File: src/rtl/spi_arb_pkg.sv
// spi_arb_pkg: state encoding and sizing shared by the SPI frame arbiter
package spi_arb_pkg;
    typedef enum logic [2:0] {
        IDLE, SETUP, START_HI, WAIT_HI, START_LO, WAIT_LO, HOLD, GAP
    } spi_arb_state_t;
    localparam int SPI_ARB_BYTES   = 2;
    localparam int SPI_ARB_BYTE_W  = 8;
    localparam int SPI_ARB_FRAME_W = SPI_ARB_BYTES * SPI_ARB_BYTE_W;
    localparam int SPI_ARB_CNT_W   = 8;
endpackage

File: src/rtl/rr_arbiter.sv
// rr_arbiter: combinational round-robin pick starting just after the last grant
module rr_arbiter
    import spi_arb_pkg::*;
#(
    parameter int N     = 2,
    parameter int IDX_W = $clog2(N)
)(
    input  logic [N-1:0]     req,
    input  logic [IDX_W-1:0] ptr,
    output logic [N-1:0]     grant,
    output logic [IDX_W-1:0] idx
);
    logic [IDX_W-1:0] w_cur;
    logic             w_found;
    // walk ptr+1, ptr+2, ... with wraparound at N; first active requester wins
    always_comb begin
        grant   = '0;
        idx     = '0;
        w_found = 1'b0;
        w_cur   = ptr;
        for (int k = 0; k < N; k++) begin
            w_cur = (w_cur == IDX_W'(N - 1)) ? '0 : w_cur + 1'b1;
            if (!w_found && req[w_cur]) begin
                w_found      = 1'b1;
                grant[w_cur] = 1'b1;
                idx          = w_cur;
            end
        end
    end
endmodule

File: src/rtl/spi_frame_arbiter.sv
// spi_frame_arbiter: shares one byte-wide SPI engine between requesters, sending atomic 16-bit frames
module spi_frame_arbiter
    import spi_arb_pkg::*;
#(
    parameter int NREQ     = 2,
    parameter int CS_SETUP = 2,
    parameter int CS_HOLD  = 4,
    parameter int CS_GAP   = 4
)(
    input  logic                            clk,
    input  logic                            rst_n,
    input  logic [NREQ-1:0]                 req,
    input  logic [NREQ*SPI_ARB_FRAME_W-1:0] frame,
    output logic [NREQ-1:0]                 done,
    output logic [SPI_ARB_FRAME_W-1:0]      rx_data,
    output logic [NREQ-1:0]                 cs_n,
    output logic                            spi_start,
    output logic [SPI_ARB_BYTE_W-1:0]       spi_data,
    input  logic                            spi_busy,
    input  logic [SPI_ARB_BYTE_W-1:0]       spi_rx
);
    localparam int IDX_W = $clog2(NREQ);
    localparam logic [SPI_ARB_CNT_W-1:0] SETUP_LAST = SPI_ARB_CNT_W'(CS_SETUP - 1);
    localparam logic [SPI_ARB_CNT_W-1:0] HOLD_LAST  = SPI_ARB_CNT_W'(CS_HOLD - 1);
    localparam logic [SPI_ARB_CNT_W-1:0] GAP_LAST   = SPI_ARB_CNT_W'(CS_GAP - 1);

    spi_arb_state_t             r_state;
    logic [SPI_ARB_CNT_W-1:0]   r_cnt;
    logic [IDX_W-1:0]           r_ptr;
    logic [NREQ-1:0]            r_gnt;
    logic [SPI_ARB_FRAME_W-1:0] r_frame;
    logic [SPI_ARB_FRAME_W-1:0] r_stage;
    logic [NREQ-1:0]            w_grant;
    logic [IDX_W-1:0]           w_idx;
    logic [SPI_ARB_FRAME_W-1:0] w_frame;
    logic                       w_timed;
    logic                       w_cnt_done;

    rr_arbiter #(.N(NREQ), .IDX_W(IDX_W)) u_rr (
        .req   (req),
        .ptr   (r_ptr),
        .grant (w_grant),
        .idx   (w_idx)
    );

    // frame of the requester the arbiter is currently picking
    always_comb begin
        w_frame = '0;
        for (int i = 0; i < NREQ; i++)
            if (w_grant[i]) w_frame = frame[SPI_ARB_FRAME_W*i +: SPI_ARB_FRAME_W];
    end

    assign w_timed    = (r_state == SETUP) || (r_state == HOLD) || (r_state == GAP);
    assign w_cnt_done = r_cnt == ((r_state == SETUP) ? SETUP_LAST : (r_state == HOLD) ? HOLD_LAST : GAP_LAST);

    // timing counter: runs only in the timed states and clears at each terminal count
    always_ff @(posedge clk or negedge rst_n) begin
        if (!rst_n) r_cnt <= '0;
        else        r_cnt <= (w_timed && !w_cnt_done) ? r_cnt + 1'b1 : '0;
    end

    // frame sequencer; busy is ignored while our own start strobe is still visible to the engine
    always_ff @(posedge clk or negedge rst_n) begin
        if (!rst_n) begin
            r_state   <= IDLE;
            r_ptr     <= IDX_W'(NREQ - 1);
            r_gnt     <= '0;
            r_frame   <= '0;
            r_stage   <= '0;
            cs_n      <= '1;
            done      <= '0;
            rx_data   <= '0;
            spi_start <= 1'b0;
            spi_data  <= '0;
        end else begin
            spi_start <= 1'b0;
            done      <= '0;
            case (r_state)
                IDLE: if (|req && !spi_busy) begin
                    r_ptr   <= w_idx;
                    r_gnt   <= w_grant;
                    r_frame <= w_frame;
                    cs_n    <= ~w_grant;
                    r_state <= SETUP;
                end
                SETUP: if (w_cnt_done) r_state <= START_HI;
                START_HI: begin
                    spi_start <= 1'b1;
                    spi_data  <= r_frame[15:8];
                    r_state   <= WAIT_HI;
                end
                WAIT_HI: if (!spi_start && !spi_busy) begin
                    r_stage[15:8] <= spi_rx;
                    r_state       <= START_LO;
                end
                START_LO: begin
                    spi_start <= 1'b1;
                    spi_data  <= r_frame[7:0];
                    r_state   <= WAIT_LO;
                end
                WAIT_LO: if (!spi_start && !spi_busy) begin
                    r_stage[7:0] <= spi_rx;
                    r_state      <= HOLD;
                end
                HOLD: if (w_cnt_done) begin
                    cs_n    <= '1;
                    done    <= r_gnt;
                    rx_data <= r_stage;
                    r_state <= GAP;
                end
                GAP: if (w_cnt_done) r_state <= IDLE;
                default: r_state <= IDLE;
            endcase
        end
    end
endmodule
File: config.mk
export PLATFORM = sky130hd
export DESIGN_NAME = spi_frame_arbiter
export DESIGN_NICKNAME = d
export VERILOG_FILES = /design/src/rtl/spi_arb_pkg.sv /design/src/rtl/rr_arbiter.sv /design/src/rtl/spi_frame_arbiter.sv
export SDC_FILE = /design/constraint.sdc
export NUM_CORES = 1
export LEC_CHECK = 0
export BUFFER_PORTS_ARGS = -buffer_cell sky130_fd_sc_hd__clkbuf_2
export CAP_MARGIN = 20
export CORE_ASPECT_RATIO = 1.2
export CORE_MARGIN = 4
export CORE_UTILIZATION = 49
export CTS_CLUSTER_SIZE = 28
export DETAILED_ROUTE_END_ITERATION = 8
export GPL_TIMING_DRIVEN = 0
export PLACE_DENSITY_LB_ADDON = 0.15
export SLEW_MARGIN = 20
export SYNTH_ARGS = -nofsm -noshare
export SYNTH_HDL_FRONTEND = slang
export SYNTH_SLANG_ARGS = --single-unit
File: constraint.sdc
create_clock -name clk -period 2.3 [get_ports clk]
set_clock_uncertainty 0.15 [all_clocks]
set_input_delay 0.115 -clock clk [delete_from_list [all_inputs] [get_ports clk]]
set_output_delay 0.115 -clock clk [all_outputs]
set_load 0.005 [all_outputs]
== Word-level counts from Yosys, hierarchy flattened ==
Cells that the tools add are included.

* Add/sub/neg operators: 3
* Order comparisons: 4
* Eq/ne operators: 14
* Mux-type cells: 33
* Bitwise logic cells: 2
* Reduce and logical (&&, ||, !) cells: 23

{| class="wikitable"
|+ Operators by type and width
! operator !! count
|-
| $mux W16 || 2
|-
| $pmux W3 S8 || 1
|-
| $mux W3 || 6
|-
| $pmux W8 S2 || 1
|-
| $mux W2 || 7
|-
| $eq A3 B3 Y1 const B || 4
|-
| $mux W1 || 12
|-
| $ne A2 B2 Y1 const B || 6
|-
| $add A8 B1 Y8 const B || 1
|-
| $eq A8 B2 Y1 || 1
|-
| $mux W8 || 1
|-
| $reduce_and A2 Y1 || 4
|-
| $eq A3 B2 Y1 const B || 2
|-
| $logic_and A1 B1 Y1 || 6
|-
| $reduce_and A6 Y1 || 1
|-
| $logic_not A1 Y1 || 4
|-
| $lt A1 B2 Y1 const B || 2
|-
| $pmux W2 S2 || 1
|-
| $reduce_bool A2 Y1 || 2
|-
| $reduce_or A2 Y1 || 2
|-
| $eq A3 B1 Y1 const B || 1
|-
| $logic_not A3 Y1 || 1
|-
| $reduce_and A3 Y1 || 1
|-
| $add A1 B1 Y1 const B || 2
|-
| 5 further kinds || 8
|}

* Flip-flop bits (word level): 75
* Input bits: 45
* Output and inout bits: 29
* Word-level logic and storage cells: 91

== Logic depth before layout (Yosys ltp) ==
* Word-level depth: 13
* Gate-level depth with buffers: 6
* Gate-level depth less buffers: 4

== Hierarchy ==
Synthesis repeated with hierarchy kept, for this count alone.

* Cell total of the unflattened synthesis: 269
* Area, all modules: 3,204.3 sq um

{| class="wikitable"
|+ Modules (own cells, without submodules)
! module !! times used !! cells each !! area an instance (sq um) !! seq. area each (sq um)
|-
| spi_frame_arbiter || 1 || 265 || 3,178.0 || 1,880.6
|-
| rr_arbiter || 1 || 4 || 26.3 || 0.0
|}

== Least setup slack after synthesis ==
OpenSTA, ideal clock, no wires.

* Path type: register -> register
* From: register r_cnt[3]
* To: register rx_data[0]
* Setup time: 125 ps
* Data arrival time: 1,886 ps
* Data required time: 2,025 ps
* Setup slack: 139 ps
* Cell stages (with the launch flop): 6
* Period minus slack after synthesis: 2,161 ps
* Path through: dfrtp_1 > or4_4 > nor4_4 > nand4_2 > buf_6 > mux2_4

* Cells in the longest elaborated chain, start to end: 2

{| class="wikitable"
|+ Ends and longest elaborated chain
! what !! RTL line !! source
|-
| from (decl) || spi_frame_arbiter.sv:28 || <nowiki>logic [SPI_ARB_CNT_W-1:0] r_cnt;</nowiki>
|-
| from (signal assigned) || spi_frame_arbiter.sv:59 || <nowiki>else r_cnt <= (w_timed && !w_cnt_done) ? r_cnt + 1'b1 : '0;</nowiki>
|-
| $eq A8 B2 Y1 || spi_frame_arbiter.sv:54 || <nowiki>assign w_cnt_done = r_cnt == ((r_state == SETUP) ? SETUP_LAST : (r_state == HOLD) ? HOLD_LAST : GAP_LAST);</nowiki>
|-
| $reduce_and A2 Y1 (no source line) || - ||
|-
| to (signal assigned) || spi_frame_arbiter.sv:108 || <nowiki>rx_data <= r_stage;</nowiki>
|-
| to (decl) || spi_frame_arbiter.sv:15 || <nowiki>output logic [SPI_ARB_FRAME_W-1:0] rx_data,</nowiki>
|}

No other way between the ends.
A chain may end at the register's enable or synchronous reset.

== Worst setup path in the final report ==
* From: register r_cnt[3]
* To: register rx_data[8]

The elaborated chain is that of the path after synthesis.

==> summary.md <==
| Metric | Value |
|---|---|
| Clock sink count | 75 |
| CTS buffer count | 9 |
| Crit Path Category | register to register |
| Ant diodes | 0 |
| Avg WL per Cell | roughly 16 um |
| WP buf/inv | 1 |
| Vias in the first global route | about 2,800 |
| Worst Path Required | 2390 ps |
| CP max stage cell | or4_4 |
| Post-DP HPWL | around 5200 um |
| Ys flop type | dfrtp_1 |
| Maximum fanout along the worst path | 10 |
| Slew HR | around three fifths |
| Initial antenna violation count | 0 |
| Syn_nets | about 340 |
| Peak supply drop | just over 0.6 mV |
| Max-cap violations | 0 |
| DRT iter0 DRCs | about 140 |
| Clock buffer depth | 2 |
| Area leader, netlist | dfrtp_1 |
| Final-report max-slew violation count | 0 |
| DRC viols | 0 |
| Die H | slightly below 100 um |
| Max incr delay on CP | around 580 ps |
| Mapped Cells | 290 |
| Tightest Pin Transition | about 590 ps |
| Main combinational cell family by area after synthesis | compound AO/OA/AOI/OAI gates |
| Kind of cell adding the most delay to the critical path | simple AND/OR/NAND/NOR gates |
| Pwr dens | 1211 nW/um^2 |
| Vias | approximately 2,700 |
| CP arrival | around 2300 ps |
| Most frequent cells after synthesis | dfrtp_1 (72), nor2_1 (47), a21oi_1 (25) |
| FMAX | approximately 450 MHz |
| Initial Util | about half |
| I/O Pins | 74 |
| CP cell instances | or4_4 -> nor4_4 -> nand4_2 -> buf_6 -> mux2_4 |
| Cell with the most instances after synthesis | dfrtp_1 |
| Pre-antenna DRT Iters | 7 |
| Final worst-path cycle share | 96.21% |
| Share of the synthesized area in the top cell type | between 50% and 60% |
| CORE AREA | about 6800 um^2 |
| Routed Antenna Nets | 0 |
| Post-Place Setup Slack | -36.95 ps |
| Syn avg cell area | around 12 um^2 |
| Min Clock Period, post-route | between 2000 and 2500 ps |
| First-pass GRT wire length | roughly 13,000 um |
| Area growth, synth to finish | 34.68% |
| Filler cells | 530 |
| Startpoint Class | register |
| Post-synthesis xor/xnor area fraction | roughly 1.8% |
| # H-tree levels | 3 |
| Post-Synth Adder-Cell Area | less than 1% |
| RSZ-0062 raised after global routing | false |
| Status | finished clean |
| EDFF count, synth | 0 |
| Setup ws final | between 80 and 90 ps |
| Post-synthesis cell type count | 43 |
| Nets@finish | between 400 and 500 |
| Worst-path clk slew | approximately 80 ps |
| Final non-filler cell total | a little over 500 |
| Global route overflow | 0 |
| Largest net degree at the start of global routing | 48 |
| Vias per inst | 5.325 |
| Post-synthesis compound-gate area fraction | between 10 and 15% |
| Share of cells above drive strength 1 | between 30 and 40% |
| Worst-skew pair later-pin latency | 350 ps |
| Ranking of synthesized cells by area | dfrtp_1 (53%), mux2_4 (7.1%), mux2_2 (5.3%) |
| Static leakage | approximately 2.3 nW |
| Hold Vio Cnt, Final | 0 |
| Synthesized flop and latch total | 75 |
| Dpl cells | ~450 |
| Post-Synth Simple-Gate Area | approximately 11% |
| Gr usage total | 19.89% |
| Row cnt | 33 |
| Die width | 84.11 um |
| Mapped Area | ~3400 um^2 |
| Drt total wl | roughly 8000 um |
| Post-synthesis mux area share | between 10% and 20% |
| I/O Buffers | 73 |
| Clock root buffer | clkbuf_8 |
| Placer Congestion | 0.8239 |
| CTS tree | built |
| # setup viols final | 0 |
| Die area | between 8000 and 9000 um^2 |
| Min-Delay Path Class | input pin to asynchronous set/reset pin |
| Yosys warns | 0 |
| Post-synth ARST share | 100.0% |
| Seq/Total Area, Yosys | a little under three fifths |
| Critical Path Sink Type | register |
cell usage in the layout (no fill, tap or decap), types with 3 or more instances in the layout:
master         synthesis  routed
clkbuf_8               0       9
a21o_1                 4       4
buf_4                  0       3
clkbuf_1               9       8
a222oi_1              16      16
bufinv_16              0       3
xnor2_1                3       3
buf_6                  5       5
a21oi_1               25      25
nor2b_1                4       4
xor2_1                 4       4
dfrtp_1               72      72
o22ai_1                8       8
buf_2                  3       4
dlygate4sd3_1          0      41
nand3_1                5       5
clkbuf_2               0      73
mux2_2                16      16
dfstp_2                3       3
nor2_1                47      47
mux2_4                16      16
inv_1                 19      19
layer usage:
metal,GRT usage [%],wire (um)
met2,32.93,3936
met5,0,0
met4,7.797,198
met1,24.60,3335
met3,5.717,497
state kept, by name, indices dropped and copies added (netlist names), named ones only:
signal	count
r_frame	16
cs_n	2
r_gnt	2
done	2
r_state	3
r_cnt	8
rx_data	16
r_stage	16
spi_data	8
spi_start	1
through the flow:
step                      setup TNS (ps)  instance area (um^2)  hold WS [ps]  util (%)  power [mW]
final                                  0                  4587         111.4     67.33       5.555
after global routing                   0                  4587         137.2     67.33       5.955
after CTS                              0                  4569         115.9     67.07       5.576
after detailed placement          -224.2                  3910        -44.72     57.39       4.294
after global placement            -265.9                  3880         170.0     56.95       4.228
after floorplan                        0                  3406        -330.6         -       3.657
final timing paths:
check | startpoint | to | slack [ps] | cells past startpoint
worst max-delay path | r_cnt[3] | rx_data[8] | 90 | 5
worst min-delay path | rst_n | rx_data[0] | 110 | 2
worst max register to register | r_cnt[3] | rx_data[8] | 90 | 5
worst min register to register | r_stage[1] | rx_data[1] | 340 | 1
max in group asynchronous | rst_n | cs_n[0] | 1270 | 3
min in group clk | req[1] | r_state[0] | 150 | 4
final cells by class:
| type | instances | area (um^2) | area share (%) |
|---|---|---|---|
| inverter | 20 | 75.07 | 1.637 |
| tap | 87 | 108.9 | 2.373 |
| buffer | 19 | 115.1 | 2.510 |
| sequential | 75 | 1881 | 41.00 |
| clock buffer | 10 | 127.6 | 2.782 |
| multi-input combinational | 176 | 1338 | 29.16 |
| timing repair buffer | 118 | 828.3 | 18.06 |
| clock inverter | 6 | 113.9 | 2.482 |
timing repair:
item	in CTS	in global routing
gates resized for setup	0	5
pin swaps	3	3
endpoints found under the hold margin	105	0
buffers inserted	1	2
hold buffers	41	0
setup endpoints to repair	17	35
report_power, final:
part / total, mW / switching, mW / internal [mW]
registers: 2.25 / 0.356 / 1.90
clock network: 1.22 / 0.496 / 0.723
logic: 2.08 / 0.984 / 1.10
total: 5.56 / 1.84 / 3.72
logic make-up after synthesis:
group / Yosys count
AOI/OAI and AO/OA: 64
xor gates and xnor gates: 7
adders and majority gates: 1
buffers and inverters: 39
DFF: 75
muxes: 32
and+or+nand+nor: 72
No activity file was read; power rests on OpenSTA's default activity.
